[config.mk]
export PLATFORM = sky130hd
export DESIGN_NAME = seq_control_flat
export DESIGN_NICKNAME = d
export VERILOG_FILES = /design/src/rtl/seq_pkg.sv /design/src/rtl/seq_control_if.sv /design/src/rtl/seq_decode.sv /design/src/rtl/seq_control.sv /design/src/flat_wrapper.sv
export SDC_FILE = /design/constraint.sdc
export NUM_CORES = 1
export LEC_CHECK = 0
export CAP_MARGIN = 20
export CORE_UTILIZATION = 45
export DETAILED_ROUTE_END_ITERATION = 8
export PLACE_DENSITY = 0.77
export SYNTH_ARGS = -nofsm -noshare
export SYNTH_HDL_FRONTEND = slang
export SYNTH_SLANG_ARGS = --single-unit
[constraint.sdc]
create_clock -name clk -period 3.66 [get_ports clk]
set_input_delay 0.366 -clock clk [delete_from_list [all_inputs] [get_ports clk]]
set_output_delay 0.366 -clock clk [all_outputs]
set_load 0.02 [all_outputs]
[src/rtl/seq_pkg.sv]
// Shared opcodes, register-control codes, ULA selects and FSM state encoding
// for the multi-cycle sequencer.
package seq_pkg;

  // Opcodes as fetched from program memory
  localparam logic [3:0] OP_NOP    = 4'h0;
  localparam logic [3:0] OP_LDX    = 4'h1;
  localparam logic [3:0] OP_ADD    = 4'h2;
  localparam logic [3:0] OP_SUB    = 4'h3;
  localparam logic [3:0] OP_MVZ    = 4'h4;
  localparam logic [3:0] OP_CLRY   = 4'h5;
  localparam logic [3:0] OP_SHRY   = 4'h6;
  localparam logic [3:0] OP_LDADD  = 4'h7;
  localparam logic [3:0] OP_ADDMV  = 4'h8;
  localparam logic [3:0] OP_CLRALL = 4'h9;
  localparam logic [3:0] OP_ILL_LO = 4'hA;
  localparam logic [3:0] OP_ILL_HI = 4'hE;
  localparam logic [3:0] OP_HALT   = 4'hF;

  // X/Y/Z register controls
  localparam logic [1:0] RC_HOLD  = 2'b00;
  localparam logic [1:0] RC_LOAD  = 2'b01;
  localparam logic [1:0] RC_CLEAR = 2'b10;
  localparam logic [1:0] RC_SHR   = 2'b11;

  // ULA function select
  localparam logic ULA_ADD = 1'b0;  // X+Y
  localparam logic ULA_SUB = 1'b1;  // Y-X

  typedef enum logic [2:0] {
    ST_IDLE, ST_FETCH, ST_EXEC, ST_EXEC2, ST_ADV, ST_HALTED
  } state_t;

endpackage

[src/rtl/seq_control_if.sv]
// Sequencer bus: run/step/opcode in, datapath controls and status out.
interface seq_control_if #(parameter int ICNT_W = 8) ();
  logic              run;
  logic              step;
  logic [3:0]        funcao;
  logic [1:0]        tx;
  logic [1:0]        ty;
  logic [1:0]        tz;
  logic              tula;
  logic              pc_inc;
  logic              busy;
  logic              halted;
  logic              illegal;
  logic [ICNT_W-1:0] icount;

  modport master (output run, step, funcao,
                  input  tx, ty, tz, tula, pc_inc, busy, halted, illegal, icount);
  modport slave  (input  run, step, funcao,
                  output tx, ty, tz, tula, pc_inc, busy, halted, illegal, icount);
endinterface

[src/rtl/seq_decode.sv]
// Combinational opcode decoder: register/ULA controls for one execute phase
// (phase 0 = EXEC, phase 1 = EXEC2) plus opcode class flags.
module seq_decode import seq_pkg::*; #(
  parameter logic [3:0] HALT_OP = OP_HALT
) (
  input  logic [3:0] ir,
  input  logic       phase,
  output logic [1:0] tx,
  output logic [1:0] ty,
  output logic [1:0] tz,
  output logic       tula,
  output logic       is_macro,
  output logic       is_halt,
  output logic       is_illegal
);

  assign is_halt    = (ir == HALT_OP);
  assign is_illegal = (ir >= OP_ILL_LO) && (ir <= OP_ILL_HI) && !is_halt;

  // Opcode table; tula only leaves ULA_ADD for SUB, so it is 0 whenever ty isn't LOAD
  always_comb begin
    tx       = RC_HOLD;
    ty       = RC_HOLD;
    tz       = RC_HOLD;
    tula     = ULA_ADD;
    is_macro = 1'b0;
    if (!is_halt) begin
      case (ir)
        OP_LDX:    tx = RC_LOAD;
        OP_ADD:    ty = RC_LOAD;
        OP_SUB:    begin ty = RC_LOAD; tula = ULA_SUB; end
        OP_MVZ:    tz = RC_LOAD;
        OP_CLRY:   ty = RC_CLEAR;
        OP_SHRY:   ty = RC_SHR;
        OP_LDADD:  begin
          is_macro = 1'b1;
          if (!phase) tx = RC_LOAD;
          else        ty = RC_LOAD;
        end
        OP_ADDMV:  begin
          is_macro = 1'b1;
          if (!phase) ty = RC_LOAD;
          else        tz = RC_LOAD;
        end
        OP_CLRALL: begin tx = RC_CLEAR; ty = RC_CLEAR; tz = RC_CLEAR; end
        default:   ;  // NOP and illegal opcodes hold everything
      endcase
    end
  end

endmodule

[src/rtl/seq_control.sv]
// Multi-cycle sequencer: IDLE -> FETCH -> EXEC [-> EXEC2] -> ADV, with
// free-run, single-step and a terminal HALTED state. Outputs are Moore,
// decoded from the state and instruction registers only.
module seq_control import seq_pkg::*; #(
  parameter int         ICNT_W  = 8,
  parameter logic [3:0] HALT_OP = OP_HALT
) (
  input  logic          clk,
  input  logic          rst_n,
  seq_control_if.slave  bus
);

  state_t            state;
  logic [3:0]        ir;
  logic [ICNT_W-1:0] icountQ;
  logic              illegalQ;

  logic [1:0] decTx, decTy, decTz;
  logic       decTula, decMacro, decHalt, decIllegal;
  logic       phase2;

  logic [1:0] txO, tyO, tzO;
  logic       tulaO, pcIncO, busyO, haltedO;

  assign phase2 = (state == ST_EXEC2);

  seq_decode #(.HALT_OP(HALT_OP)) uDec (
    .ir         (ir),
    .phase      (phase2),
    .tx         (decTx),
    .ty         (decTy),
    .tz         (decTz),
    .tula       (decTula),
    .is_macro   (decMacro),
    .is_halt    (decHalt),
    .is_illegal (decIllegal)
  );

  // Sequencer FSM plus instruction, retired-count and sticky-illegal registers
  always_ff @(posedge clk or negedge rst_n) begin
    if (!rst_n) begin
      state    <= ST_IDLE;
      ir       <= '0;
      icountQ  <= '0;
      illegalQ <= 1'b0;
    end else begin
      case (state)
        ST_IDLE:   if (bus.run || bus.step) state <= ST_FETCH;
        ST_FETCH:  begin
          ir    <= bus.funcao;
          state <= ST_EXEC;
        end
        ST_EXEC:   begin
          if (decIllegal) illegalQ <= 1'b1;
          if (decHalt)       state <= ST_HALTED;
          else if (decMacro) state <= ST_EXEC2;
          else               state <= ST_ADV;
        end
        ST_EXEC2:  state <= ST_ADV;
        ST_ADV:    begin
          icountQ <= icountQ + ICNT_W'(1);
          state   <= bus.run ? ST_FETCH : ST_IDLE;
        end
        ST_HALTED: state <= ST_HALTED;  // only reset leaves
        default:   state <= ST_IDLE;
      endcase
    end
  end

  // Moore output decode: controls only in execute phases, pulse/status by state
  always_comb begin
    txO     = RC_HOLD;
    tyO     = RC_HOLD;
    tzO     = RC_HOLD;
    tulaO   = ULA_ADD;
    pcIncO  = 1'b0;
    busyO   = 1'b0;
    haltedO = 1'b0;
    case (state)
      ST_FETCH:          busyO = 1'b1;
      ST_EXEC, ST_EXEC2: begin
        busyO = 1'b1;
        txO   = decTx;
        tyO   = decTy;
        tzO   = decTz;
        tulaO = decTula;
      end
      ST_ADV:            begin busyO = 1'b1; pcIncO = 1'b1; end
      ST_HALTED:         haltedO = 1'b1;
      default:           ;
    endcase
  end

  assign bus.tx      = txO;
  assign bus.ty      = tyO;
  assign bus.tz      = tzO;
  assign bus.tula    = tulaO;
  assign bus.pc_inc  = pcIncO;
  assign bus.busy    = busyO;
  assign bus.halted  = haltedO;
  // illegal is visible during the EXEC that decodes it, then held until reset
  assign bus.illegal = illegalQ | ((state == ST_EXEC) & decIllegal);
  assign bus.icount  = icountQ;

endmodule

[src/flat_wrapper.sv]
// flat-port wrapper written by rule: the top's interface ports become plain ports
module seq_control_flat import seq_pkg::*;
#(
  parameter int         ICNT_W  = 8,
  parameter logic [3:0] HALT_OP = OP_HALT
)
  (clk, rst_n, bus_run, bus_step, bus_funcao, bus_tx, bus_ty, bus_tz, bus_tula, bus_pc_inc, bus_busy, bus_halted, bus_illegal, bus_icount);
  seq_control_if #(.ICNT_W(ICNT_W)) bus_i ();
  input  logic clk;
  input  logic rst_n;
  input wire logic [$bits(bus_i.run)-1:0] bus_run;
  input wire logic [$bits(bus_i.step)-1:0] bus_step;
  input wire logic [$bits(bus_i.funcao)-1:0] bus_funcao;
  output wire logic [$bits(bus_i.tx)-1:0] bus_tx;
  output wire logic [$bits(bus_i.ty)-1:0] bus_ty;
  output wire logic [$bits(bus_i.tz)-1:0] bus_tz;
  output wire logic [$bits(bus_i.tula)-1:0] bus_tula;
  output wire logic [$bits(bus_i.pc_inc)-1:0] bus_pc_inc;
  output wire logic [$bits(bus_i.busy)-1:0] bus_busy;
  output wire logic [$bits(bus_i.halted)-1:0] bus_halted;
  output wire logic [$bits(bus_i.illegal)-1:0] bus_illegal;
  output wire logic [$bits(bus_i.icount)-1:0] bus_icount;
  assign bus_i.run = bus_run;
  assign bus_i.step = bus_step;
  assign bus_i.funcao = bus_funcao;
  assign bus_tx = bus_i.tx;
  assign bus_ty = bus_i.ty;
  assign bus_tz = bus_i.tz;
  assign bus_tula = bus_i.tula;
  assign bus_pc_inc = bus_i.pc_inc;
  assign bus_busy = bus_i.busy;
  assign bus_halted = bus_i.halted;
  assign bus_illegal = bus_i.illegal;
  assign bus_icount = bus_i.icount;
  seq_control #(.ICNT_W(ICNT_W), .HALT_OP(HALT_OP)) u_core (.clk(clk), .rst_n(rst_n), .bus(bus_i));
endmodule
## Word-level counts from Yosys, hierarchy flattened

Cells that the tools add are included.

| cells by class | value |
|---|---|
| $lt $le $gt $ge | 2 |
| reduce and logical (&&, ||, !) cells | 11 |
| add/subtract/negate cells | 1 |
| mux-type cells | 24 |
| equality and inequality tests | 16 |
| bitwise operators | 2 |

Operators by type and width:

| kind | number |
|---|---|
| one-hot mux 3 bit (6 select lines) | 1 |
| equality test 4 x 3 -> 1 bit, second input constant | 4 |
| equality test 4 bit, second input constant | 3 |
| 2-to-1 mux 2 bit | 6 |
| one-hot mux 2 bit (3 select lines) | 2 |
| 2-to-1 mux 1 bit | 11 |
| one-hot mux 2 bit (5 select lines) | 1 |
| 2-to-1 mux 3 bit | 3 |
| adder 8 x 1 -> 8 bit, second input constant | 1 |
| equality test 4 x 2 -> 1 bit, second input constant | 2 |
| OR reduction 2 bit | 4 |
| equality test 3 x 2 -> 1 bit, second input constant | 2 |
| equality test 3 bit, second input constant | 2 |
| equality test 4 x 1 -> 1 bit, second input constant | 1 |
| greater-or-equal comparator 4 bit, second input constant | 1 |
| less-or-equal comparator 4 bit, second input constant | 1 |
| OR reduction 4 bit | 1 |
| equality test 3 x 1 -> 1 bit, second input constant | 1 |
| zero test 3 bit | 1 |
| logical AND 1 bit | 2 |
| inequality test 2 x 1 -> 1 bit, second input constant | 1 |
| AND reduction 2 bit | 1 |
| bitwise AND 1 bit | 1 |
| zero test 1 bit | 1 |
| other kinds (2) | 2 |

| storage, ports and cells | value |
|---|---|
| logic and storage cells | 60 |
| bits of input ports | 8 |
| flip-flop bits (word level) | 16 |
| output and inout bits | 19 |

## Depth between registers and ports, before layout

| depth | value |
|---|---|
| word-level depth | 7 |
| depth in mapped cells | 5 |
| depth with buffers taken out | 3 |

## By module

Synthesis repeated with hierarchy kept, for this count alone.

| second synthesis, totals | value |
|---|---|
| cell total of the unflattened synthesis | 96 |
| area, all modules | 977.2 µm² |

Modules (own cells, without submodules):

| module | area each (µm²) | instances | cells each | sequential area each (µm²) |
|---|---|---|---|---|
| seq_control | 768.2 | 1 | 67 | 400.4 |
| seq_decode | 209.0 | 1 | 29 | 0.0 |

## Worst setup path after synthesis

Ideal clock, no wire load.

| timing | value |
|---|---|
| path kind | reg-to-output |
| start | reg u_core.state[0] |
| end | out bus_tx[0] |
| data required time | 3.294 ns |
| buffers on the path | 1 |
| arrival | 1.908 ns |
| slack | 1.386 ns |
| stages on the path, launching flop included | 4 |
| path through | dfrtp_1 -> clkbuf_1 -> nand3b_1 -> a2111oi_0 |

| between the ends | value |
|---|---|
| word-level cells in the longest chain between the ends | 5 |
| elaborated cells between the ends (all ways) | 7 |
| those cells by class | 2 x eq/ne; 4 x mux; 1 x reduce/logical |

RTL lines:

| what | line | source |
|---|---|---|
| start, declared | seq_control.sv:13 | `state_t state;` |
| start signal, assigned | seq_control.sv:62 | `state <= bus.run ? ST_FETCH : ST_IDLE;` |
| equality test 3 x 2 -> 1 bit | seq_control.sv:25, seq_control.sv:79 |  |
| 2-to-1 mux 1 bit | seq_decode.sv:37 | `if (!phase) tx = RC_LOAD;` |
| one-hot mux 2 bit (3 select lines) | seq_decode.sv:28 | `case (ir)` |
| 2-to-1 mux 2 bit | seq_decode.sv:27 | `if (!is_halt) begin` |
| 2-to-1 mux 2 bit * | seq_control.sv:79 | `case (state)` |
| end, declared | flat_wrapper.sv:14 | `output wire logic [$bits(bus_i.tx)-1:0] bus_tx;` |

Every way passes the cells marked *; elsewhere a longest branch is shown, timed or not.

## Final worst setup path

| timing | value |
|---|---|
| start | reg u_core.ir[1] |
| end | out bus_tx[0] |

| between the ends | value |
|---|---|
| word-level cells in the longest chain between the ends | 4 |
| elaborated cells between the ends (all ways) | 7 |
| those cells by class | 4 x eq/ne; 3 x mux |

RTL lines:

| what | line | source |
|---|---|---|
| start, declared | seq_control.sv:14 | `logic [3:0] ir;` |
| start signal, assigned | seq_control.sv:50 | `ir <= bus.funcao;` |
| equality test 4 bit, or another cell as far along | seq_decode.sv:28 |  |
| one-hot mux 2 bit (3 select lines) | seq_decode.sv:28 |  |
| 2-to-1 mux 2 bit * | seq_decode.sv:27 |  |
| 2-to-1 mux 2 bit * | seq_control.sv:79 |  |

Marks and branches as above.

==> qor.yml <==
post-cts-setup-buffers: 0
clkPwrFrac_pct: 9.5
final_area_um2: 1184
clock-sinks: 16
p_comb_share_pct: 50.3
route.met2.wl_um: 784
wl_met1_um: 787
grt_pass1_vias: 643
intPower_uw: 523.2
arrival_ns: 2.14
worst_slew_margin_rel_pct: 54.18
postRouteAntennaNets: 0
yosysTopAreaCell: "dfrtp_1"
die_w_um: 46.78
wl_um: 1659
vias_per_cell: 5.400
grt_max_degree: 17
yosysTopAreaCellShare_pct: 44.38
syn_area_um2: 902.1
vias: 729
drive_gt1_share_pct: 9.091
antenna_found_initial: 0
finalCritPeriodShare_pct: 68.53
placed_area_um2: 1161
dp_cells: 132
clkTransAtPathRegs_ns: 0.09
core_um2: 1802
clock-root-buffer: "clkbuf_4"
synthArstFlopShare_pct: 100.0
grt_first_pass_wirelength_um: 2835
cts.path.max_buffers: 2
ir_worst_vdd_mv: 0.4145
clock.fmax_mhz: 398.7
syn_to_final_growth_pct: 31.21
crit_fanout: 12
cts_tree: "built"
io_buffers: 26
synth_fp_nets: 96
setup-tns-final_ns: 0
syn-mean-instance-area_um2: 10.37
cts_buffers: 3
synthCells: 87
cp-end-kind: "primary output"
finalNonFillerCells: 135
swShare_pct: 42.91
seq_area_um2: 400.4
die_h_um: 46.78
p_switching_uw: 393.2
fin_nets: 121
finalHoldViolCount: 0
row_count: 15
tightest_slew_ns: 0.6851
start_kind: "register"
drc: 0
gp_congestion: 0.7722
fin_util_pct: 65.69
synth_area_leaders: "dfrtp_1 (44%), xnor2_1 (6.8%), mux2_1 (3.7%)"
cp.required_ns: 3.29
ys_warn_count: 0
setup-violations-final: 0
yosys.cell_count.top_type: "dfrtp_1"
ys_ff_latch: 16
wl_per_cell_um: 12.29
grt_overflow: 0
insertion_delay_ns: 0.28
wl_met3_um: 74
first_iter_violations: 17
synth_seq_area_share_pct: 44.38
critPathKind: "reg2out"
synthDistinctLibCells: 37
synth_common_cells: "dfrtp_1 (16), xnor2_1 (7), nand2_1 (5)"
post_cts_resize_count: 0
holdBufCountCts: 0
p_per_area_nw_per_um2: 774.2
maxCapViolCount: 0
hold_class: "reg2reg"
ios: 27
initial_core_util_pct: 50.07
status: "finished clean"
finalMaxSlewViolations: 0
ctsHtreeMaxLevel: 1
synthFlopType: "dfrtp_1"
fillers: 168
seqPwrFrac_pct: 40.1
highest_layer: "met4"
p_leak_nw: 0.4779
min_period_ns: 2.508
multi_input_area_um2: 461.7
track_usage_pct: 18.69
synth_edf_count: 0
skew_ns: 0.007597
finalPower_uw: 916.4
firstDrtPassIters: 4
dp_hpwl_um: 1265
rsz0062_at_grt: "false"
n_antenna_cell: 0
die_area_um2: 2188
cell usage in the layout (no fill, tap or decap), drive strengths merged:
cell type,netlist,routed
nand3b,1,1
nand3,2,2
nand4b,2,2
mux2,4,4
o21ai,2,2
a211o,1,1
nand4,4,4
or4b,1,1
a2111oi,1,1
a21oi,3,3
nor4,2,2
o22ai,1,1
o21bai,3,3
a22oi,1,1
nor2,4,4
clkdlybuf4s50,0,26
nor2b,4,4
dfrtp,16,16
nor3b,3,3
inv,2,2
a21o,1,1
nor3,1,1
xnor2,7,7
clkbuf,3,3
nand2b,1,1
or2,1,1
xor2,2,2
nor4b,1,1
nand2,5,5
ha,1,1
and3,4,4
cells by family after synthesis:
group / Yosys count / share of synthesized area [%]
AND/OR/NAND/NOR: 36 / 26.07
flip-flops: 16 / 44.38
AO/OA/AOI/OAI: 13 / 9.988
XOR/XNOR: 9 / 8.738
buffers and inverters: 8 / 4.437
multiplexers: 4 / 4.993
adder cells (fa/ha/maj): 1 / 1.387
power by group through the flow:
stage / combinational (mW) / sequential, mW / clock [mW]
6_report: 0.461 / 0.368 / 0.0871
5_1_grt: 0.516 / 0.384 / 0.0976
4_1_cts: 0.466 / 0.367 / 0.0917
3_5_place_dp: 0.465 / 0.370 / 0
3_3_place_gp: 0.457 / 0.367 / 0
2_1_floorplan: 0.354 / 0.327 / 0
final timing paths:
check | startpoint | to | slack (ns) | depth (start not counted)
hold reg to reg | u_core.bus.icount[7]$_DFFE_PN0N_ | u_core.bus.icount[7]$_DFFE_PN0N_ | 0.47 | 1
setup / recovery | u_core.ir[1]$_DFFE_PN0P_ | bus_tx[0] | 1.15 | 3
min in group asynchronous | rst_n | u_core.state[0]$_DFFE_PN0P_ | 0.50 | 1
hold / removal | u_core.bus.icount[7]$_DFFE_PN0N_ | u_core.bus.icount[7]$_DFFE_PN0N_ | 0.47 | 1
max in group asynchronous | rst_n | u_core.bus.icount[0]$_DFFE_PN0N_ | 2.72 | 1
setup reg to reg | u_core.state[0]$_DFFE_PN0P_ | u_core.ir[2]$_DFFE_PN0P_ | 2.11 | 2
layout make-up:
class / instances / area share (%)
flip-flops and latches: 16 / 33.83
well taps: 25 / 2.643
clock buffers: 3 / 1.903
multi-input cells: 63 / 39.01
inverters: 2 / 0.6342
repair buffers: 26 / 21.99
per-stage QoR:
stage / setup slack, ns / hold WS, ns
6_report: 1.152 / 0.4703
4_1_cts: 1.100 / 0.4777
2_1_floorplan: 1.386 / 0.07041
3_5_place_dp: 1.414 / 0.4574
3_3_place_gp: 1.474 / 0.4602
5_1_grt: 1.013 / 0.5068
flip-flops by register name, indices dropped and copies added (netlist names):
register / cells
u_core.bus.icount: 8
u_core.illegalQ: 1
u_core.ir: 4
u_core.state: 3
critical path: stages (launching register included):
cell,delay [ns]
dfrtp_1,0.50
or2_2,0.33
a2111oi_0,0.37
clkdlybuf4s50_1,0.67
per-layer routing:
layer / up-vias / global-route usage, %
met5: - / 0
li1: 362 / -
met3: 2 / 5.769
met1: 345 / 26.11
met4: 0 / 5.143
met2: 20 / 28.33
(Power assumes the default switching activity.)
